===== src/rtl/guess_pkg.sv =====
// Shared widths, FSM state type and the one-hot to index encoder
// used by the guessing-game input path.
package guess_pkg;

    localparam int N_SW  = 16;
    localparam int IDX_W = 4;
    localparam logic [IDX_W-1:0] ATT_MAX = 4'd15;

    typedef enum logic {S_IDLE, S_HOLD} state_t;

    // Returns {onehot, idx}; idx is only meaningful when onehot is set.
    function automatic logic [IDX_W:0] onehot_to_idx(input logic [N_SW-1:0] v);
        logic             is_onehot;
        logic [IDX_W-1:0] idx;
        is_onehot = (v != '0) && ((v & (v - N_SW'(1))) == '0);
        idx       = '0;
        for (int i = 0; i < N_SW; i++) begin
            if (v[i]) begin
                idx = IDX_W'(i);
            end
        end
        return {is_onehot, idx};
    endfunction

endpackage


===== src/rtl/debounce_sync.sv =====
// Multi-flop synchronizer followed by a counter-based debouncer; the output
// only follows the input after DEBOUNCE_CYCLES consecutive equal samples.
module debounce_sync #(
    parameter int WIDTH           = 1,
    parameter int SYNC_STAGES     = 2,
    parameter int DEBOUNCE_CYCLES = 1000000
) (
    input  logic             clk,
    input  logic             rst_n,
    input  logic [WIDTH-1:0] in,
    output logic [WIDTH-1:0] out
);

    localparam int CNT_W = $clog2(DEBOUNCE_CYCLES);
    localparam logic [CNT_W-1:0] CNT_MAX = CNT_W'(DEBOUNCE_CYCLES - 1);

    logic [WIDTH-1:0] sync_reg [SYNC_STAGES];
    logic [WIDTH-1:0] cand_reg;
    logic [WIDTH-1:0] stable_reg;
    logic [CNT_W-1:0] cnt_reg;
    logic [WIDTH-1:0] s;

    generate
        for (genvar gi = 0; gi < SYNC_STAGES; gi++) begin : g_sync
            always_ff @(posedge clk or negedge rst_n) begin
                if (!rst_n) begin
                    sync_reg[gi] <= '0;
                end else if (gi == 0) begin
                    sync_reg[gi] <= in;
                end else begin
                    sync_reg[gi] <= sync_reg[(gi == 0) ? 0 : gi - 1];
                end
            end
        end
    endgenerate

    assign s = sync_reg[SYNC_STAGES-1];

    // Any difference from the candidate restarts the qualification window.
    always_ff @(posedge clk or negedge rst_n) begin
        if (!rst_n) begin
            cand_reg   <= '0;
            stable_reg <= '0;
            cnt_reg    <= '0;
        end else if (s != cand_reg) begin
            cand_reg <= s;
            cnt_reg  <= '0;
        end else if (cnt_reg == CNT_MAX) begin
            stable_reg <= cand_reg;
        end else begin
            cnt_reg <= cnt_reg + 1'b1;
        end
    end

    assign out = stable_reg;

endmodule


===== src/rtl/guess_input_encoder.sv =====
// Debounces switches and commit button, encodes a committed one-hot switch
// vector into a guess index and offers it over a valid/ready handshake.
module guess_input_encoder
    import guess_pkg::*;
#(
    parameter int SYNC_STAGES     = 2,
    parameter int DEBOUNCE_CYCLES = 1000000
) (
    input  logic             clk,
    input  logic             rst_n,
    input  logic [N_SW-1:0]  sw,
    input  logic             btn_commit,
    input  logic             clr_attempts,
    input  logic             guess_ready,
    output logic             guess_valid,
    output logic [IDX_W-1:0] guess_idx,
    output logic             guess_err,
    output logic [N_SW-1:0]  sw_stable,
    output logic [IDX_W-1:0] attempts
);

    // Cycles after reset before the debounced outputs reflect the real inputs.
    localparam int SETTLE   = SYNC_STAGES + DEBOUNCE_CYCLES + 1;
    localparam int SETTLE_W = $clog2(SETTLE + 1);
    localparam logic [SETTLE_W-1:0] SETTLE_MAX = SETTLE_W'(SETTLE);

    logic [N_SW-1:0]     sw_stable_int;
    logic                btn_stable;
    logic                btn_stable_q_reg;
    logic                commit_armed_reg;
    logic [SETTLE_W-1:0] settle_cnt_reg;
    logic                settled;
    logic                commit;
    logic [IDX_W:0]      enc;

    state_t           state_reg, state_next;
    logic             valid_reg, valid_next;
    logic [IDX_W-1:0] idx_reg, idx_next;
    logic             err_reg, err_next;
    logic [IDX_W-1:0] att_reg, att_next;

    debounce_sync #(
        .WIDTH(N_SW), .SYNC_STAGES(SYNC_STAGES), .DEBOUNCE_CYCLES(DEBOUNCE_CYCLES)
    ) u_sw_db (
        .clk(clk), .rst_n(rst_n), .in(sw), .out(sw_stable_int)
    );

    debounce_sync #(
        .WIDTH(1), .SYNC_STAGES(SYNC_STAGES), .DEBOUNCE_CYCLES(DEBOUNCE_CYCLES)
    ) u_btn_db (
        .clk(clk), .rst_n(rst_n), .in(btn_commit), .out(btn_stable)
    );

    assign settled = (settle_cnt_reg == SETTLE_MAX);

    // Arming waits until the debouncer output is meaningful, so a button
    // held through reset never looks like a fresh press.
    always_ff @(posedge clk or negedge rst_n) begin
        if (!rst_n) begin
            btn_stable_q_reg <= 1'b0;
            commit_armed_reg <= 1'b0;
            settle_cnt_reg   <= '0;
        end else begin
            btn_stable_q_reg <= btn_stable;
            if (!settled) begin
                settle_cnt_reg <= settle_cnt_reg + 1'b1;
            end else if (!btn_stable) begin
                commit_armed_reg <= 1'b1;
            end
        end
    end

    assign commit = btn_stable & ~btn_stable_q_reg & commit_armed_reg;
    assign enc    = onehot_to_idx(sw_stable_int);

    always_ff @(posedge clk or negedge rst_n) begin
        if (!rst_n) begin
            state_reg <= S_IDLE;
            valid_reg <= 1'b0;
            idx_reg   <= '0;
            err_reg   <= 1'b0;
            att_reg   <= '0;
        end else begin
            state_reg <= state_next;
            valid_reg <= valid_next;
            idx_reg   <= idx_next;
            err_reg   <= err_next;
            att_reg   <= att_next;
        end
    end

    always_comb begin
        state_next = state_reg;
        valid_next = valid_reg;
        idx_next   = idx_reg;
        err_next   = 1'b0;
        att_next   = att_reg;
        case (state_reg)
            S_IDLE: begin
                if (commit) begin
                    if (enc[IDX_W]) begin
                        idx_next   = enc[IDX_W-1:0];
                        valid_next = 1'b1;
                        state_next = S_HOLD;
                    end else begin
                        err_next = 1'b1;
                    end
                end
            end
            S_HOLD: begin
                if (guess_ready) begin
                    valid_next = 1'b0;
                    state_next = S_IDLE;
                    if (att_reg != ATT_MAX) begin
                        att_next = att_reg + 1'b1;
                    end
                end
            end
            default: begin
                state_next = S_IDLE;
                valid_next = 1'b0;
            end
        endcase
        if (clr_attempts) begin
            att_next = '0;
        end
    end

    assign guess_valid = valid_reg;
    assign guess_idx   = idx_reg;
    assign guess_err   = err_reg;
    assign sw_stable   = sw_stable_int;
    assign attempts    = att_reg;

endmodule


===== config.mk =====
export PLATFORM = sky130hd
export DESIGN_NAME = guess_input_encoder
export DESIGN_NICKNAME = d
export VERILOG_FILES = /design/src/rtl/guess_pkg.sv /design/src/rtl/debounce_sync.sv /design/src/rtl/guess_input_encoder.sv
export SDC_FILE = /design/constraint.sdc
export NUM_CORES = 1
export LEC_CHECK = 0
export BUFFER_PORTS_ARGS = -buffer_cell sky130_fd_sc_hd__buf_2
export CORE_MARGIN = 4
export CORE_UTILIZATION = 30
export DETAILED_ROUTE_END_ITERATION = 6
export GPL_TIMING_DRIVEN = 0
export PLACE_DENSITY = 0.5
export RECOVER_POWER = 100
export SLEW_MARGIN = 20
export SYNTH_ARGS = -nofsm -noshare
export SYNTH_HDL_FRONTEND = slang
export SYNTH_SLANG_ARGS = --single-unit

===== constraint.sdc =====
create_clock -name clk -period 2.9 [get_ports clk]
set_input_delay 0.29 -clock clk [delete_from_list [all_inputs] [get_ports clk]]
set_output_delay 0.29 -clock clk [all_outputs]
set_load 0.05 [all_outputs]

# After elaboration in Yosys (flattened, before gate mapping)
# Cells that the tools add are included.
# Widths: inputs -> output; s select.
[op_classes]
reduce_logical = 12
bitwise = 8
n_mux = 34
eq_ne = 11
addsub = 5
[op_table]
columns = ["op", "count"]
rows = [
  ["$mux 20", 4],
  ["$mux 4", 18],
  ["$add 20x1->20 const B", 3],
  ["$eq 20x20->1 const B", 3],
  ["$and 16x16->16", 1],
  ["$logic_not 16->1", 1],
  ["$ne 16x16->1", 1],
  ["$reduce_bool 16->1", 1],
  ["$sub 16x1->16 const B", 1],
  ["$mux 1", 10],
  ["$reduce_and 3->1", 3],
  ["$ne 2x2->1 const B", 3],
  ["$reduce_and 2->1", 3],
  ["$reduce_bool 2->1", 3],
  ["$not 1->1", 5],
  ["$add 4x1->4 const B", 1],
  ["$ne 2x1->1 const B", 2],
  ["$ne 4x4->1 const B", 1],
  ["$pmux 1 s2", 2],
  ["$and 1x1->1", 2],
  ["$logic_and 1x1->1", 1],
  ["$ne 1x1->1", 1],
]
[totals]
regBits = 141
in_bits = 21
elab_cells = 88

# Logic depth before layout (Yosys ltp)
# Gate-level depths: netlist (run 1).
[logic_depth]
depth_word = 15
mapped_depth = 8

# Hierarchy
# A second synthesis (run 1) with hierarchy kept.
[hier_totals]
cells_unflattened = 502
area_unflattened_um2 = 6017.0
[modules_own_cells]
columns = ["mod", "seq_area_each_um2", "cells_per_inst", "n_inst", "area_each_um2"]
rows = [
  ["debounce_sync (u_sw_db)", 2102.0, 221, 1, 3099.2],
  ["guess_input_encoder", 825.8, 169, 1, 1725.4],
  ["debounce_sync (u_btn_db)", 600.6, 112, 1, 1192.4],
]

# Worst setup path before layout (run 1)
# Ideal clock, no wire load.
[synth_timing]
path_kind = "register -> register"
startpoint = "register u_sw_db.stable_reg[8] (netlist: u_sw_db.out[8])"
endpoint = "register idx_reg[2] (netlist: guess_idx[2])"
period_less_slack_ns = 2.600
t_arrival_ns = 2.475
setup_slack_ns = 0.300
path_stages_with_launch = 8
setup_time_ns = 0.125
path_buffers = 1
cell_sequence = "dfrtp_1 -> clkbuf_1 -> or4_1 -> o41ai_1 -> nand2_1 -> nor4_2 -> nand2_2 -> mux2_4"
[synth_via]
elab_chain_cells = 8
[synth_rtl]
columns = ["item", "line_no", "rtl"]
rows = [
  ["start: declaration", "debounce_sync.sv:19", "logic [WIDTH-1:0] stable_reg;"],
  ["start signal: assignment", "debounce_sync.sv:49", "stable_reg <= cand_reg;"],
  ["branches (longest 8 deep; another with $sub 16x1->16)", "-", ""],
  ["end signal: assignment", "guess_input_encoder.sv:86", "idx_reg <= idx_next;"],
  ["end: declaration", "guess_input_encoder.sv:38", "logic [IDX_W-1:0] idx_reg, idx_next;"],
]
# Several ways; the timed one is not identified.
# A chain may end at the register's enable or synchronous reset.

# Final worst setup path (run 1)
[layout_timing]
startpoint = "register u_sw_db.stable_reg[8] (netlist: u_sw_db.out[8])"
endpoint = "register idx_reg[3] (netlist: guess_idx[3])"
# The elaborated chain is that of the path after synthesis.

==> results of run 1 <==
power breakdown:
part	internal, mW	switching [mW]
combinational	0.0506	0.0753
clock	1.27	0.832
sequential	2.01	0.0306
total	3.33	0.938
cell families (layout without fill, tap and decap cells):
logic type | after synthesis | in the layout | share of synthesized area
AO/OA/AOI/OAI | 37 | 37 | 0.0416
AND/OR/NAND/NOR | 192 | 192 | 0.172
adder cells (fa/ha/maj) | 4 | 4 | 0.00849
other | 0 | 1 | 0
buffers and inverters | 41 | 138 | 0.0265
flip-flops | 141 | 141 | 0.599
multiplexers | 24 | 24 | 0.0469
XOR/XNOR | 71 | 71 | 0.106
through the flow:
stage | TNS, ns | hold WS, ns | worst slack, ns
after detailed placement | 0 | 0.240 | 0.184
after global routing | 0 | 0.0576 | 0.0334
after floorplan | 0 | -0.00559 | 0.300
final | 0 | 0.0762 | 0.194
after CTS | 0 | 0.0548 | 0.159
after global placement | -60.99 | 0.335 | -0.443
worst reg2reg max path: stages (launching register included):
cell	delay (ns)
dfrtp_1	0.39
clkbuf_1	0.23
or4_1	0.62
o41ai_1	0.34
nand2_1	0.11
nor4_2	0.37
nand2_2	0.20
mux2_4	0.33
layout by cell type (no fill, tap or decap), drive strengths merged, types with 2 or more instances in the layout:
cell         instances
xor2                48
nor3                15
clkinv               5
xnor2               23
clkbuf              74
o31ai                3
buf                 21
or2                  3
a21oi               10
and3                13
mux2i                4
dlygate4sd3         18
o41ai                2
o21a                 2
nor4                11
a211oi               4
nand2               27
and2                 3
nand3               30
bufinv               2
nor2                54
clkinvlp             5
o21ai                8
and4                 4
or4b                 2
mux2                20
dfrtp              141
nand4                8
inv                 13
nor4b                3
or3                  3
or4                  5
nor4bb               4
ha                   4
worst max path at each step:
stage                         from  slack [ns]               to
3_5_place_dp   u_sw_db.cand_reg[0]        0.18  u_sw_db.out[14]
3_3_place_gp                 rst_n       -0.44     u_sw_db.s[0]
4_1_cts        u_sw_db.cand_reg[0]        0.16  u_sw_db.out[14]
2_1_floorplan       u_sw_db.out[8]        0.30     guess_idx[2]
5_1_grt             u_sw_db.out[8]        0.03     guess_idx[3]
6_report            u_sw_db.out[8]        0.19     guess_idx[3]
layer usage:
layer,vias up,track usage
met5,-,0
met3,13,0.0305
met1,1952,0.142
met4,0,0.0517
met2,58,0.166
li1,1922,-
cell type report:
class,count,area share
buffer,29,0.0155
antenna,1,0.000348
tap,260,0.0453
sequential,141,0.491
inverter,12,0.00627
clock buffer,19,0.0602
clock inverter,13,0.0199
multi-input combinational,328,0.308
timing repair buffer,65,0.0540
timing repair:
item,4_1_cts,5_1_grt
gates resized for setup,0,1
hold buffers,18,0
hold endpoints to repair,71,0
endpoints found under the setup margin,0,2
==> flow_summary.toml, run 1 <==
[layout]
postLayoutCoreUtil = 0.378
multi_input_combinational_cell_area_um2 = 2210
fillerInstances = 1934
ff_latch_area_um2 = 3530
final_layout_size_suffix_gt1_frac = 0.133
area_growth_syn_to_layout_pct = 21.9
nNetsFinal = 619
fin_area_um2 = 7190
post_layout_nonfiller_instances = 868

[global_route]
wire_length_of_the_first_global_routing_pass_mm = 19.3
antenna_violations_before_repair = 1
grt_max_degree = 88
grt_util_all_layers = 0.108
grt_pass1_vias = 4031
gr-total-overflow = 0

[place]
globalplace.congestion = 0.805
port_buffers = 46
dpl_cells = 817
detailed_place.area_um2 = 6490
hpwl_mm = 7.83

[synthesis]
asyncSetResetFlopFracSynth = 1.00
post-synth-top-count-cell = "dfrtp_1"
mappedNetlistNets = 535
synth.avg_cell_area_um2 = 11.6
ys_warn_count = 0
synthFlopType = "dfrtp_1"
syn-cell-area_um2 = 5890
ys_seq_elements = 141
synth_commonest_cells = "dfrtp_1, nor2_1, xor2_1, nand3_1, clkbuf_1"
synth-edff-count = 0
synth_top_area_share = 0.599
post_synth_inst_count = 510
yosys-top-cells-area = "dfrtp_1, xor2_1, nor2_1"
synth-seq-area-share = 0.599
synth.distinct_cells = 49
post-synth-top-area-cell = "dfrtp_1"

[worst_setup_path]
path_cells = "clkbuf_1, or4_1, o41ai_1, nand2_1, nor4_2, nand2_2, mux2_4"
crit_path_depth = 7
worstPathArrival_ns = 3.00
rrSetupSlack_ns = 0.19
critPathSlowestCell = "or4_1"
worst_r2r_path_depth = 7
r2r-start = "u_sw_db.out[8]"
crit_family = "simple AND/OR/NAND/NOR gates"
setup.worst_path.class = "flop to flop"
critical_path_peak_fanout = 10
longest_individual_stage_delay_on_the_worst_path_ns = 0.62
setup.worst_path.start_class = "flop"
wp_data_required_ns = 3.19
setup.worst_path.end_class = "flop"
r2r_path_end = "guess_idx[3]"
path_buf_inv = 1

[route]
drt_iter0_markers = 162
vias_per_std_cell = 4.54
final_wirelength_mm = 11.2
routed_length_per_placed_instance_um = 13.0
first_pass_iteration_count_of_the_detailed_router = 4
route.detailed.drc = 0
detailroute.wirelength.met2_mm = 5.16
ant_nets = 0
met3RoutedLength_um = 426
routed-via-count = 3945
met1Wirelength_mm = 5.48
highest_layer = "met4"

[die]
floorplan.die.height_um = 148
floorplan_row_count = 50
core_um2 = 19000
die_width_um = 148
die-area_um2 = 21900
floorplan.initialDensity = 0.310
io_pins = 47

[clock_network]
post_cts.repair.setup_buffers = 0
cts_tree = "built"
cts-buffers-inserted = 17
cts_sinks = 141
clk-insertion-delay-late_ns = 0.41
root_buffer = "clkbuf_16"
clock_tree.buffer_depth = 2
cts_htree_levels = 4
cts.reportedPaths.clkPinSlew_ns = 0.06

[timing]
grt_setup_unrepaired = "false"
timing.fmax_mhz = 370
setup_violations = 0
finClkSkew_ns = 0.0102
finalHoldViolations = 0
max_slew.worst_pin.slew_ns = 1.34
timing.final.max_slew_violations = 0
min_period_over_period = 0.933
finalCriticalPeriod_ns = 2.71
slew_headroom = 0.104

[worst_hold_path]
worst_hold_startpoint = "clr_attempts"
worstHoldEndpoint = "attempts[2]"
min-delay-path-class = "input port to flop"
hold-path-cell-count = 2

[power_and_ir_drop]
worst_ir_drop_vdd_uv = 359
pwr_density_cell_nw_per_um2 = 594
fin_total_pwr_mw = 4.27
power.leakage_nw = 3.14

[outcome]
run_status = "finished clean"

[run]
max_cap_violations = 0
Power figures use the tool's default switching activity.
==> run 2, diff against run 1 <==
--- a/config.mk
+++ b/config.mk
@@ -5,11 +5,12 @@
 export SDC_FILE = /design/constraint.sdc
 export NUM_CORES = 1
 export LEC_CHECK = 0
+export ABC_AREA = 1
 export BUFFER_PORTS_ARGS = -buffer_cell sky130_fd_sc_hd__buf_2
+export CAP_MARGIN = 20
 export CORE_MARGIN = 4
 export CORE_UTILIZATION = 30
 export DETAILED_ROUTE_END_ITERATION = 6
-export GPL_TIMING_DRIVEN = 0
 export PLACE_DENSITY = 0.5
 export RECOVER_POWER = 100
 export SLEW_MARGIN = 20
==> run 2 against run 1 <==
Combinational power barely moved. Register-to-register slack improved by 0.57 ns. Core utilization decreased by 1.5 points. Area after synthesis up 5.6%. Setup slack gained 0.57 ns. Clock-buffer cell count shrank 2. Critical path type unchanged. Synthesized cell count is 32% higher.
==> flow_summary.toml, run 2 <==
[outcome]
run_status = "finished clean"

[layout]
mostFrequentLayoutCell = "dfrtp_1"
multi_input_combinational_cell_area_um2 = 2140
fillerInstances = 2116
post_layout_nonfiller_instances = 1020
layout.cells.most_common_list = "dfrtp_1, nand2_1, inv_1"
antenna_cells = 0
ff_latch_area_um2 = 3530
nNetsFinal = 762
area_growth_syn_to_layout_pct = 18.3
final_layout_size_suffix_gt1_frac = 0.0920

[clock_network]
cts_sinks = 141
cts.reportedPaths.clkPinSlew_ns = 0.07
cts-buffers-inserted = 17
cts_tree = "built"
root_buffer = "clkbuf_16"
clk-insertion-delay-late_ns = 0.42
cts_htree_levels = 4
post_cts.repair.setup_buffers = 0
clock_tree.buffer_depth = 2

[route]
routed_length_per_placed_instance_um = 12.3
detailroute.wirelength.met2_mm = 5.71
met1Wirelength_mm = 6.32
drt_iter0_markers = 189
route.detailed.drc = 0
met3RoutedLength_um = 399
ant_nets = 0
vias_per_std_cell = 4.30
highest_layer = "met4"
first_pass_iteration_count_of_the_detailed_router = 4
routed-via-count = 4388
final_wirelength_mm = 12.6

[synthesis]
synth_compound_gate_area_share = 0.0718
post_synth_and_or_nand_nor_area_fraction = 0.230
yosys-mux-area-fraction = 0.00181
yosys-top-cells-area = "dfrtp_1, nand2_1, inv_1"
ys_seq_elements = 141
mappedNetlistNets = 699
asyncSetResetFlopFracSynth = 1.00
synth_commonest_cells = "dfrtp_1, nand2_1, inv_1, nor2_1, nand3_1"
post-synth-top-area-cell = "dfrtp_1"
synth-seq-area-share = 0.567
post-synth-top-count-cell = "dfrtp_1"
synth.avg_cell_area_um2 = 9.23
main_combinational_cell_family_by_area_after_synthesis = "simple AND/OR/NAND/NOR gates"
synthAdderAreaFrac = 0.00804
synth_top_area_share = 0.567
synth.distinct_cells = 44
synth_xor_xnor_area_share = 0.0479
ys_warn_count = 0
synthFlopType = "dfrtp_1"
post_synth_inst_count = 674
synth-edff-count = 0
syn-cell-area_um2 = 6220

[timing]
slew_headroom = 0.123
timing.fmax_mhz = 469
finalCriticalPeriod_ns = 2.13
min_period_over_period = 0.735
max_slew.worst_pin.slew_ns = 1.32
finClkSkew_ns = 0.00928
finalHoldViolations = 0
setup_violations = 0
timing.final.max_slew_violations = 0
tns_ns = 0
grt_setup_unrepaired = "false"

[global_route]
wire_length_of_the_first_global_routing_pass_mm = 21.5
antenna_violations_before_repair = 0
grt_util_all_layers = 0.114
grt_max_degree = 63
gr-total-overflow = 0
grt_pass1_vias = 4304

[worst_hold_path]
min-delay-path-class = "input port to flop"

[power_and_ir_drop]
power.leakage_nw = 3.39
fin_total_pwr_mw = 4.36
pwr_density_cell_nw_per_um2 = 592
worst_ir_drop_vdd_uv = 405

[die]
die-area_um2 = 23100
floorplan.die.height_um = 152
die_width_um = 152
io_pins = 47
floorplan.initialDensity = 0.307
floorplan_row_count = 52
core_um2 = 20300

[run]
max_cap_violations = 0

[worst_setup_path]
crit_family = "simple AND/OR/NAND/NOR gates"
wp_data_required_ns = 3.21
critPathSlowestCell = "dfrtp_1"
longest_individual_stage_delay_on_the_worst_path_ns = 0.45
worstPathArrival_ns = 2.44
setup.worst_path.start_class = "flop"
path_cells = "nor2_4, nand3_2, nor2_1, nand3_1, nand2_1, o21ai_0, nor2_1, nand3_1, o21ai_0, inv_1"
setup.worst_path.end_class = "flop"
critical_path_peak_fanout = 10
setup.worst_path.class = "flop to flop"
path_buf_inv = 1

[place]
hpwl_mm = 8.96
dpl_cells = 970
port_buffers = 46
globalplace.congestion = 0.805
run 2: changes by cell type in the layout (fill, tap and decap cells not counted), sizes merged, moves of 19 or more:
| cell | change |
|---|---|
| xor2 | -33 |
| nand2 | +107 |
| nand3 | +20 |
| inv | +89 |
| mux2 | -19 |
| o21ai | +24 |
| a21oi | +21 |
| clkbuf | -23 |
run 2: metal layers:
layer  GRT usage  vias up
met5           0        -
met2       0.171       55
met4      0.0411        0
li1            -     2279
met3      0.0324       12
met1       0.158     2042
run 2: cell families after synthesis:
| logic type | after synthesis |
|---|---|
| multiplexers | 1 |
| flip-flops | 141 |
| AO/OA/AOI/OAI | 80 |
| buffers and inverters | 117 |
| XOR/XNOR | 34 |
| adder cells (fa/ha/maj) | 4 |
| AND/OR/NAND/NOR | 297 |
run 2: through the flow:
stage	util	setup WS [ns]	hold WS (ns)	cell area, um2
floorplan	-	1.11	-0.00559	6220
global route	0.363	0.366	0.0448	7360
global placement	0.331	0.823	0.286	6720
detailed placement	0.331	0.846	0.283	6720
finish	0.363	0.769	0.0644	7360
CTS	0.370	0.829	0.0441	7500
run 2: worst paths after layout:
check / startpoint / endpoint / slack (ns) / cells past startpoint
hold / removal: guess_ready / state_reg / 0.06 / 2
max in group asynchronous: rst_n / u_sw_db.cnt_reg[5] / 0.80 / 3
min in group asynchronous: rst_n / u_btn_db.cnt_reg[11] / 0.71 / 2
setup reg to reg: u_sw_db.out[3] / guess_idx[3] / 0.77 / 10
setup / recovery: u_sw_db.out[3] / guess_idx[3] / 0.77 / 10
hold reg to reg: u_sw_db.sync_reg[29] / u_sw_db.s[13] / 0.35 / 0
run 2: what timing repair did:
item | in CTS | in global routing
resized for setup | 0 | 0
hold buffers | 18 | 0
endpoints found under the hold margin | 67 | 0
run 2: layout make-up:
class	count	area share
clock buffer	17	0.0578
clock inverter	15	0.0236
inverter	95	0.0484
multi-input combinational	416	0.291
sequential	141	0.479
tap	270	0.0459
timing repair buffer	66	0.0537
run 2: power breakdown:
part	switching (mW)	total, mW	internal [mW]
logic	0.0752	0.126	0.0508
clock network	0.904	2.20	1.30
registers	0.0249	2.03	2.01
